**config.mk**
```make
export PLATFORM = sky130hd
export DESIGN_NAME = dcache_arbiter
export DESIGN_NICKNAME = d
export VERILOG_FILES = /design/src/rtl/dcache_arbiter.sv
export SDC_FILE = /design/constraint.sdc
export NUM_CORES = 1
export LEC_CHECK = 0
export BUFFER_PORTS_ARGS = -buffer_cell sky130_fd_sc_hd__buf_2
export CAP_MARGIN = 0
export CORE_UTILIZATION = 43
export CTS_BUF_LIST = sky130_fd_sc_hd__clkbuf_8
export CTS_CLUSTER_SIZE = 40
export DETAILED_ROUTE_END_ITERATION = 7
export HOLD_SLACK_MARGIN = 0.15
export PLACE_DENSITY = 0.88
export SYNTH_ARGS = -nofsm -noshare
export SYNTH_HDL_FRONTEND = slang
export SYNTH_SLANG_ARGS = --single-unit
```
**constraint.sdc**
```tcl
create_clock -name clk -period 1.65 [get_ports clk]
set_input_delay 0.33 -clock clk [delete_from_list [all_inputs] [get_ports clk]]
set_output_delay 0.33 -clock clk [all_outputs]
set_load 0.02 [all_outputs]
```
**src/rtl/dcache_arbiter.sv**
```systemverilog
// dcache_arbiter: round-robin sharing of a single-ported dcache between the core LSU (port 0) and a debug/DMA master (port 1)
module dcache_arbiter #(
    parameter int ADDR_W  = 32,
    parameter int DATA_W  = 32,
    parameter int TIMEOUT = 64
) (
    input  logic                clk,
    input  logic                rst_n,
    input  logic                i_m0_req,
    input  logic                i_m0_we,
    input  logic [ADDR_W-1:0]   i_m0_addr,
    input  logic [DATA_W-1:0]   i_m0_wdata,
    input  logic [DATA_W/8-1:0] i_m0_be,
    output logic                o_m0_ack,
    output logic                o_m0_err,
    output logic [DATA_W-1:0]   o_m0_rdata,
    input  logic                i_m1_req,
    input  logic                i_m1_we,
    input  logic [ADDR_W-1:0]   i_m1_addr,
    input  logic [DATA_W-1:0]   i_m1_wdata,
    input  logic [DATA_W/8-1:0] i_m1_be,
    output logic                o_m1_ack,
    output logic                o_m1_err,
    output logic [DATA_W-1:0]   o_m1_rdata,
    output logic [ADDR_W-1:0]   o_dc_addr,
    output logic                o_dc_wreq,
    output logic                o_dc_rreq,
    output logic [DATA_W-1:0]   o_dc_wdata,
    output logic [DATA_W/8-1:0] o_dc_byte_enable,
    input  logic                i_dc_wvalid,
    input  logic                i_dc_rvalid,
    input  logic [DATA_W-1:0]   i_dc_rdata
);
    localparam int BE_W = DATA_W / 8;
    localparam int CW   = $clog2(TIMEOUT);

    typedef enum logic [1:0] {IDLE, ACCESS, RESP} state_t;

    state_t              r_state;
    logic                r_last;
    logic                r_gnt;
    logic [CW-1:0]       r_cnt;
    logic [ADDR_W-1:0]   r_dc_addr;
    logic                r_dc_wreq;
    logic                r_dc_rreq;
    logic [DATA_W-1:0]   r_dc_wdata;
    logic [BE_W-1:0]     r_dc_be;
    logic                r_m0_ack;
    logic                r_m0_err;
    logic [DATA_W-1:0]   r_m0_rdata;
    logic                r_m1_ack;
    logic                r_m1_err;
    logic [DATA_W-1:0]   r_m1_rdata;

    logic                w_pick1;
    logic                w_we;
    logic                w_done;
    logic                w_tout;
    logic                w_upd_rdata;
    logic [DATA_W-1:0]   w_new_rdata;

    // port 1 wins when alone, or on a tie when port 0 was granted last
    assign w_pick1     = i_m1_req & (~i_m0_req | ~r_last);
    assign w_we        = w_pick1 ? i_m1_we : i_m0_we;
    // only a valid matching the in-flight request type completes it
    assign w_done      = r_dc_wreq ? i_dc_wvalid : i_dc_rvalid;
    assign w_tout      = r_cnt == CW'(TIMEOUT - 1);
    // reads capture cache data, timeouts zero it, write completions leave it alone
    assign w_upd_rdata = r_dc_rreq | ~w_done;
    assign w_new_rdata = w_done ? i_dc_rdata : '0;

    assign o_dc_addr        = r_dc_addr;
    assign o_dc_wreq        = r_dc_wreq;
    assign o_dc_rreq        = r_dc_rreq;
    assign o_dc_wdata       = r_dc_wdata;
    assign o_dc_byte_enable = r_dc_be;
    assign o_m0_ack         = r_m0_ack;
    assign o_m0_err         = r_m0_err;
    assign o_m0_rdata       = r_m0_rdata;
    assign o_m1_ack         = r_m1_ack;
    assign o_m1_err         = r_m1_err;
    assign o_m1_rdata       = r_m1_rdata;

    // arbitration FSM: grant in IDLE, wait for completion or timeout in ACCESS, pulse ack in RESP
    always_ff @(posedge clk or negedge rst_n) begin
        if (!rst_n) begin
            r_state    <= IDLE;
            r_last     <= 1'b1;
            r_gnt      <= 1'b0;
            r_cnt      <= '0;
            r_dc_addr  <= '0;
            r_dc_wreq  <= 1'b0;
            r_dc_rreq  <= 1'b0;
            r_dc_wdata <= '0;
            r_dc_be    <= '0;
            r_m0_ack   <= 1'b0;
            r_m0_err   <= 1'b0;
            r_m0_rdata <= '0;
            r_m1_ack   <= 1'b0;
            r_m1_err   <= 1'b0;
            r_m1_rdata <= '0;
        end else begin
            case (r_state)
                IDLE: begin
                    if (i_m0_req | i_m1_req) begin
                        r_gnt      <= w_pick1;
                        r_last     <= w_pick1;
                        r_dc_addr  <= w_pick1 ? i_m1_addr : i_m0_addr;
                        r_dc_wdata <= w_pick1 ? i_m1_wdata : i_m0_wdata;
                        r_dc_be    <= w_pick1 ? i_m1_be : i_m0_be;
                        r_dc_wreq  <= w_we;
                        r_dc_rreq  <= ~w_we;
                        r_cnt      <= '0;
                        r_state    <= ACCESS;
                    end
                end
                ACCESS: begin
                    r_cnt <= r_cnt + CW'(1);
                    if (w_done | w_tout) begin
                        r_dc_wreq <= 1'b0;
                        r_dc_rreq <= 1'b0;
                        r_state   <= RESP;
                        if (r_gnt) begin
                            r_m1_ack <= 1'b1;
                            r_m1_err <= ~w_done;
                            if (w_upd_rdata) r_m1_rdata <= w_new_rdata;
                        end else begin
                            r_m0_ack <= 1'b1;
                            r_m0_err <= ~w_done;
                            if (w_upd_rdata) r_m0_rdata <= w_new_rdata;
                        end
                    end
                end
                RESP: begin
                    r_m0_ack <= 1'b0;
                    r_m0_err <= 1'b0;
                    r_m1_ack <= 1'b0;
                    r_m1_err <= 1'b0;
                    r_state  <= IDLE;
                end
                default: r_state <= IDLE;
            endcase
        end
    end
endmodule

```
# Word level (Yosys, flattened, before mapping)
# Index checks and enable logic that the tools add are counted.
word_totals:
  reg_bits: 148
  in_bits: 176
  out_inout_bits: 138
  word_cells: 72
op_classes:
  add_sub_neg: 1
  eq_ne: 7
  n_mux: 28
  bitwise_logic: 10
  n_reduce_logical: 11
ops:
  columns: ["op", "n"]
  rows:
  - ["2-to-1 mux 32 bit", 3]
  - ["2-to-1 mux 1 bit", 13]
  - ["case mux 1 bit (2 select lines)", 6]
  - ["case mux 6 bit (2 select lines)", 1]
  - ["AND reduction 3 bit", 3]
  - ["inequality test 2 bit, second input constant", 4]
  - ["AND reduction 4 bit", 2]
  - ["adder 6 x 1 -> 6 bit, second input constant", 1]
  - ["equality test 6 bit, second input constant", 1]
  - ["2-to-1 mux 6 bit", 1]
  - ["AND reduction 2 bit", 3]
  - ["inverter 1 bit", 5]
  - ["2-to-1 mux 2 bit", 2]
  - ["2-to-1 mux 4 bit", 1]
  - ["bitwise OR 1 bit", 4]
  - ["case mux 2 bit (2 select lines)", 1]
  - ["nonzero test 2 bit", 2]
  - ["equality test 2 x 1 -> 1 bit, second input constant", 1]
  - ["equality test 2 bit, second input constant", 1]
  - ["logical NOT 2 bit", 1]
  - ["bitwise AND 1 bit", 1]

# Depth between registers and ports, before layout
logic_depth:
  ltp_word: 7
  ltp_mapped: 6

# Least setup slack after synthesis
# Ideal clock, no wire load.
synth_timing:
  path_type: "register to register"
  startpoint: "register r_dc_wreq, in the netlist o_dc_wreq"
  endpoint: "register r_m0_rdata[10], in the netlist o_m0_rdata[10]"
  arrival_time_ns: 1.596
  t_required_ns: 1.529
  slack_ns: -0.067
  stages_incl_launch_ff: 6
  path_buffers: 1
  period_less_slack_ns: 1.717
  cell_sequence: "dfrtp_1 -> mux2_4 -> nor3_4 -> o211ai_4 -> buf_6 -> a22o_1"
synth_between:
  elab_chain_len: 4
  word_cells_on_any_way: 6
  cone_classes: "2 x mux; 3 x bitwise; 1 x reduce/logical"
synth_rtl:
  columns: ["item", "line", "source"]
  rows:
  - ["start: declaration", "44", "logic r_dc_wreq;"]
  - ["start signal: assignment", "111", "r_dc_wreq <= w_we;"]
  - ["2-to-1 mux 1 bit (*)", "66", "assign w_done = r_dc_wreq ? i_dc_wvalid : i_dc_rvalid;"]
  - ["inverter 1 bit", "69", "assign w_upd_rdata = r_dc_rreq | ~w_done;"]
  - ["bitwise OR 1 bit", "69", null]
  - ["AND reduction 4 bit (no line)", null, null]
  - ["end signal: assignment", "130", "if (w_upd_rdata) r_m0_rdata <= w_new_rdata;"]
  - ["end: declaration", "50", "logic [DATA_W-1:0] r_m0_rdata;"]
# Every way passes the cells marked *; elsewhere a longest branch is shown, timed or not.
# A chain may end at the register's enable or synchronous reset.

# Worst setup path in the final report
layout_timing:
  startpoint: "register r_dc_wreq, in the netlist o_dc_wreq"
  endpoint: "register r_m0_rdata[11], in the netlist o_m0_rdata[11]"
# Same word-level chain as after synthesis.

==> impl_metrics.json <==
{
  "status": "finished with violations",
  "failed_checks": "setup timing",
  "async_flop_share_pct": 100,
  "netlist_area_um2": 6210,
  "die_x_um": 122,
  "cts.clk_slew.worst_paths_ns": 0.09,
  "grt_usage_pct": 24.8,
  "final_hold_viol_count": 0,
  "holdPathEnd": "o_dc_addr[0]",
  "critPathMaxStageDelay_ns": 0.42,
  "power_leakage_uw": 0.00491,
  "peakVddDrop_mv": 0.710,
  "reg2reg_slack_ns": -0.17,
  "grt_antenna_before_repair": 1,
  "setup_slack_ns": -0.168,
  "clock_latency_ns": 0.44,
  "place_hpwl_um": 12500,
  "fin_crit_sh_pct": 110,
  "finalMaxSlewViolations": 0,
  "crit_chain": "mux2_4 -> and2_4 -> buf_6 -> o211ai_4 -> clkbuf_16 -> a22o_1",
  "synth_edf_count": 0,
  "wl_per_cell_um": 18.0,
  "die-height_um": 122,
  "worst_setup_path_start_kind": "flip-flop",
  "grt_pass1_wl_um": 27900,
  "fmax_ghz": 0.550,
  "reg2regPathDepth": 6,
  "tightestPinTransition_ns": 0.508,
  "fin_nets": 1084,
  "grtUsageMet1_pct": 27.3,
  "setup_viol": 64,
  "drtAntennaViolNets": 0,
  "multi_input_area_um2": 2380,
  "antenna_cells": 0,
  "reg2reg_from": "o_dc_wreq",
  "gr-max-usage-layer": "met2",
  "met2_usage_pct": 45.2,
  "avgSynthCellArea_um2": 12.0,
  "via_count": 5729,
  "cp_max_fo": 8,
  "grt_max_degree": 88,
  "synthFlopType": "dfrtp_1",
  "seqCellArea_um2": 3710,
  "cts_sinks": 148,
  "overflow": 0,
  "clock_path_buffers": 2,
  "min_path_type": "in2reg",
  "rows": 43,
  "start_util_pct": 44.4,
  "drive_above_1_share_pct": 45.3,
  "numCtsBuffers": 17,
  "synthCells": 519,
  "io_buffers": 313,
  "max_cap_violations": 0,
  "synth_seq_area_share_pct": 59.7,
  "vias_per_cell": 5.21,
  "area.growth.synth_to_final_pct": 50.2,
  "crit_required_ns": 2.02,
  "clock_skew_ns": 0.0141,
  "drc_errors": 0,
  "rsz0062_at_grt": "yes",
  "boundaryPins": 314,
  "finalCoreUtilization_pct": 66.6,
  "syn_nets": 696,
  "h-tree-depth": 4,
  "cts-root-buf": "clkbuf_8",
  "wirelength_um": 19700,
  "hold_depth": 3,
  "ys_ff_latch": 148,
  "gp_congestion": 0.812,
  "slew_headroom_pct": 66.1,
  "fin_crit_ns": 1.82,
  "yosys_warnings": 0,
  "worstHoldStart": "i_m0_addr[0]",
  "die_area_um2": 14900,
  "path_class": "reg2reg",
  "worstReg2RegEnd": "o_m0_rdata[11]",
  "p_per_area_nw_per_um2": 1880,
  "synth_cell_type_count": 37,
  "use_met3_pct": 6.09,
  "power_uw": 17600,
  "end_kind": "flip-flop",
  "crit_arrival_ns": 2.19,
  "cts_tree": "built",
  "fill_cells": 1036,
  "cp_slowest_cell": "dfrtp_2",
  "grt_pass1_vias": 5553,
  "drtIter0Drc": 427,
  "firstDrtPassIters": 5,
  "core_um2": 14000
}
-- layout by cell type, fill, tap and decap left out, types with 3 or more instances in the layout --
| cell | Yosys | routed |
|---|---|---|
| buf_6 | 6 | 6 |
| dlygate4sd3_1 | 0 | 40 |
| clkinvlp_4 | 0 | 6 |
| buf_4 | 0 | 29 |
| nand2_1 | 81 | 81 |
| mux2i_1 | 72 | 71 |
| dfrtp_1 | 147 | 146 |
| a21oi_1 | 6 | 5 |
| clkbuf_8 | 0 | 17 |
| buf_2 | 22 | 311 |
| inv_6 | 0 | 4 |
| a22o_1 | 64 | 64 |
| buf_12 | 0 | 12 |
| o21ai_0 | 72 | 72 |
| clkbuf_16 | 0 | 4 |
| o21bai_4 | 1 | 3 |
| nor2_1 | 4 | 4 |
-- critical path: cells and delay by family (launching register included) --
kind / cells / cell delay, ns
compound gates: 2 / 0.49
flops: 1 / 0.42
buf+inv: 2 / 0.34
mux: 1 / 0.33
simple gates: 1 / 0.17
-- through the flow --
step                      instance area [um2]  TNS (ns)  worst slack (ns)  instances  hold WS (ns)
after CTS                                9120     -5.69            -0.121       1089         0.150
after detailed placement                 8230    -11.18            -0.275       1011         0.252
final                                    9320     -5.66            -0.168       1100         0.177
after global routing                     9320     -9.47            -0.208       1100         0.152
after floorplan                          6210         0            0.0514        519        0.0344
after global placement                   8230     -7.39            -0.193       1011         0.248
-- cell usage after synthesis, types with 2 or more instances --
cell      instances  area share (%)
clkbuf_1          9            0.54
nor2_1            4            0.24
nand2b_1          2            0.20
mux2i_1          72              12
xor2_1            2            0.28
a22o_2            2            0.32
a22o_1           64             9.0
o21ai_0          72             5.8
nand3_1           3            0.24
nand2_1          81             4.9
nor2b_1           2            0.20
dfrtp_1         147              59
a31oi_1           2            0.20
buf_2            22             1.8
buf_6             6             1.1
o21a_1            2            0.24
o311ai_0          2            0.28
a21oi_1           6            0.48
-- layer usage --
| layer | part of all wire (%) | routed length [um] |
|---|---|---|
| met3 | 7.5 | 1480 |
| met5 | 0.066 | 13 |
| met2 | 52 | 10300 |
| met4 | 3.4 | 662 |
| met1 | 37 | 7260 |
-- timing repair --
action	4_1_cts	5_1_grt
gates resized for setup	3	9
setup endpoints to repair	66	105
pin swaps	3	7
hold buffers	41	0
gates cloned	1	7
hold endpoints to repair	220	0
buffers inserted	4	5
-- layout make-up --
type | count | share of cell area, %
Clock buffer | 17 | 2.51
Clock inverter | 15 | 1.84
Inverter | 1 | 0.0403
Multi-Input combinational cell | 336 | 25.6
Sequential cell | 148 | 39.8
Tap cell | 180 | 2.42
Timing Repair Buffer | 403 | 27.8
-- kinds of logic after synthesis --
logic type	count (synthesis)	share of synthesized area, %
AOI/OAI and AO/OA	157	17.6
DFF	148	59.7
and+or+nand+nor	100	6.86
muxes	73	11.9
buffers and inverters	38	3.47
xor gates and xnor gates	2	0.282
adders and majority gates	1	0.202
-- worst max-delay path by stage --
stage,from,endpoint,slack [ns],cells past startpoint
after detailed placement,i_dc_rvalid,o_m1_rdata[7],-0.27,5
after floorplan,o_dc_wreq,o_m0_rdata[10],0.05,5
after global routing,o_dc_wreq,o_m0_rdata[11],-0.21,6
after global placement,i_dc_rvalid,o_m1_rdata[25],-0.19,5
final,o_dc_wreq,o_m0_rdata[11],-0.17,6
after CTS,o_dc_wreq,o_m0_rdata[0],-0.12,7
-- power breakdown --
part / switching (uW) / total [uW] / internal [uW] / leakage (uW)
Clock: 1510 / 2890 / 1380 / 0.000186
Combinational: 5050 / 8330 / 3280 / 0.00287
Sequential: 999 / 6340 / 5340 / 0.00185
-- registers in the layout, indices dropped and copies added (netlist names) --
register          count
o_dc_addr            32
o_dc_byte_enable      4
o_dc_rreq             1
o_dc_wdata           32
o_dc_wreq             1
o_m0_ack              1
o_m0_err              1
o_m0_rdata           32
o_m1_ack              1
o_m1_err              1
o_m1_rdata           32
r_cnt                 6
r_gnt                 1
r_last                1
r_state               2
No activity file was read; power rests on OpenSTA's default activity.
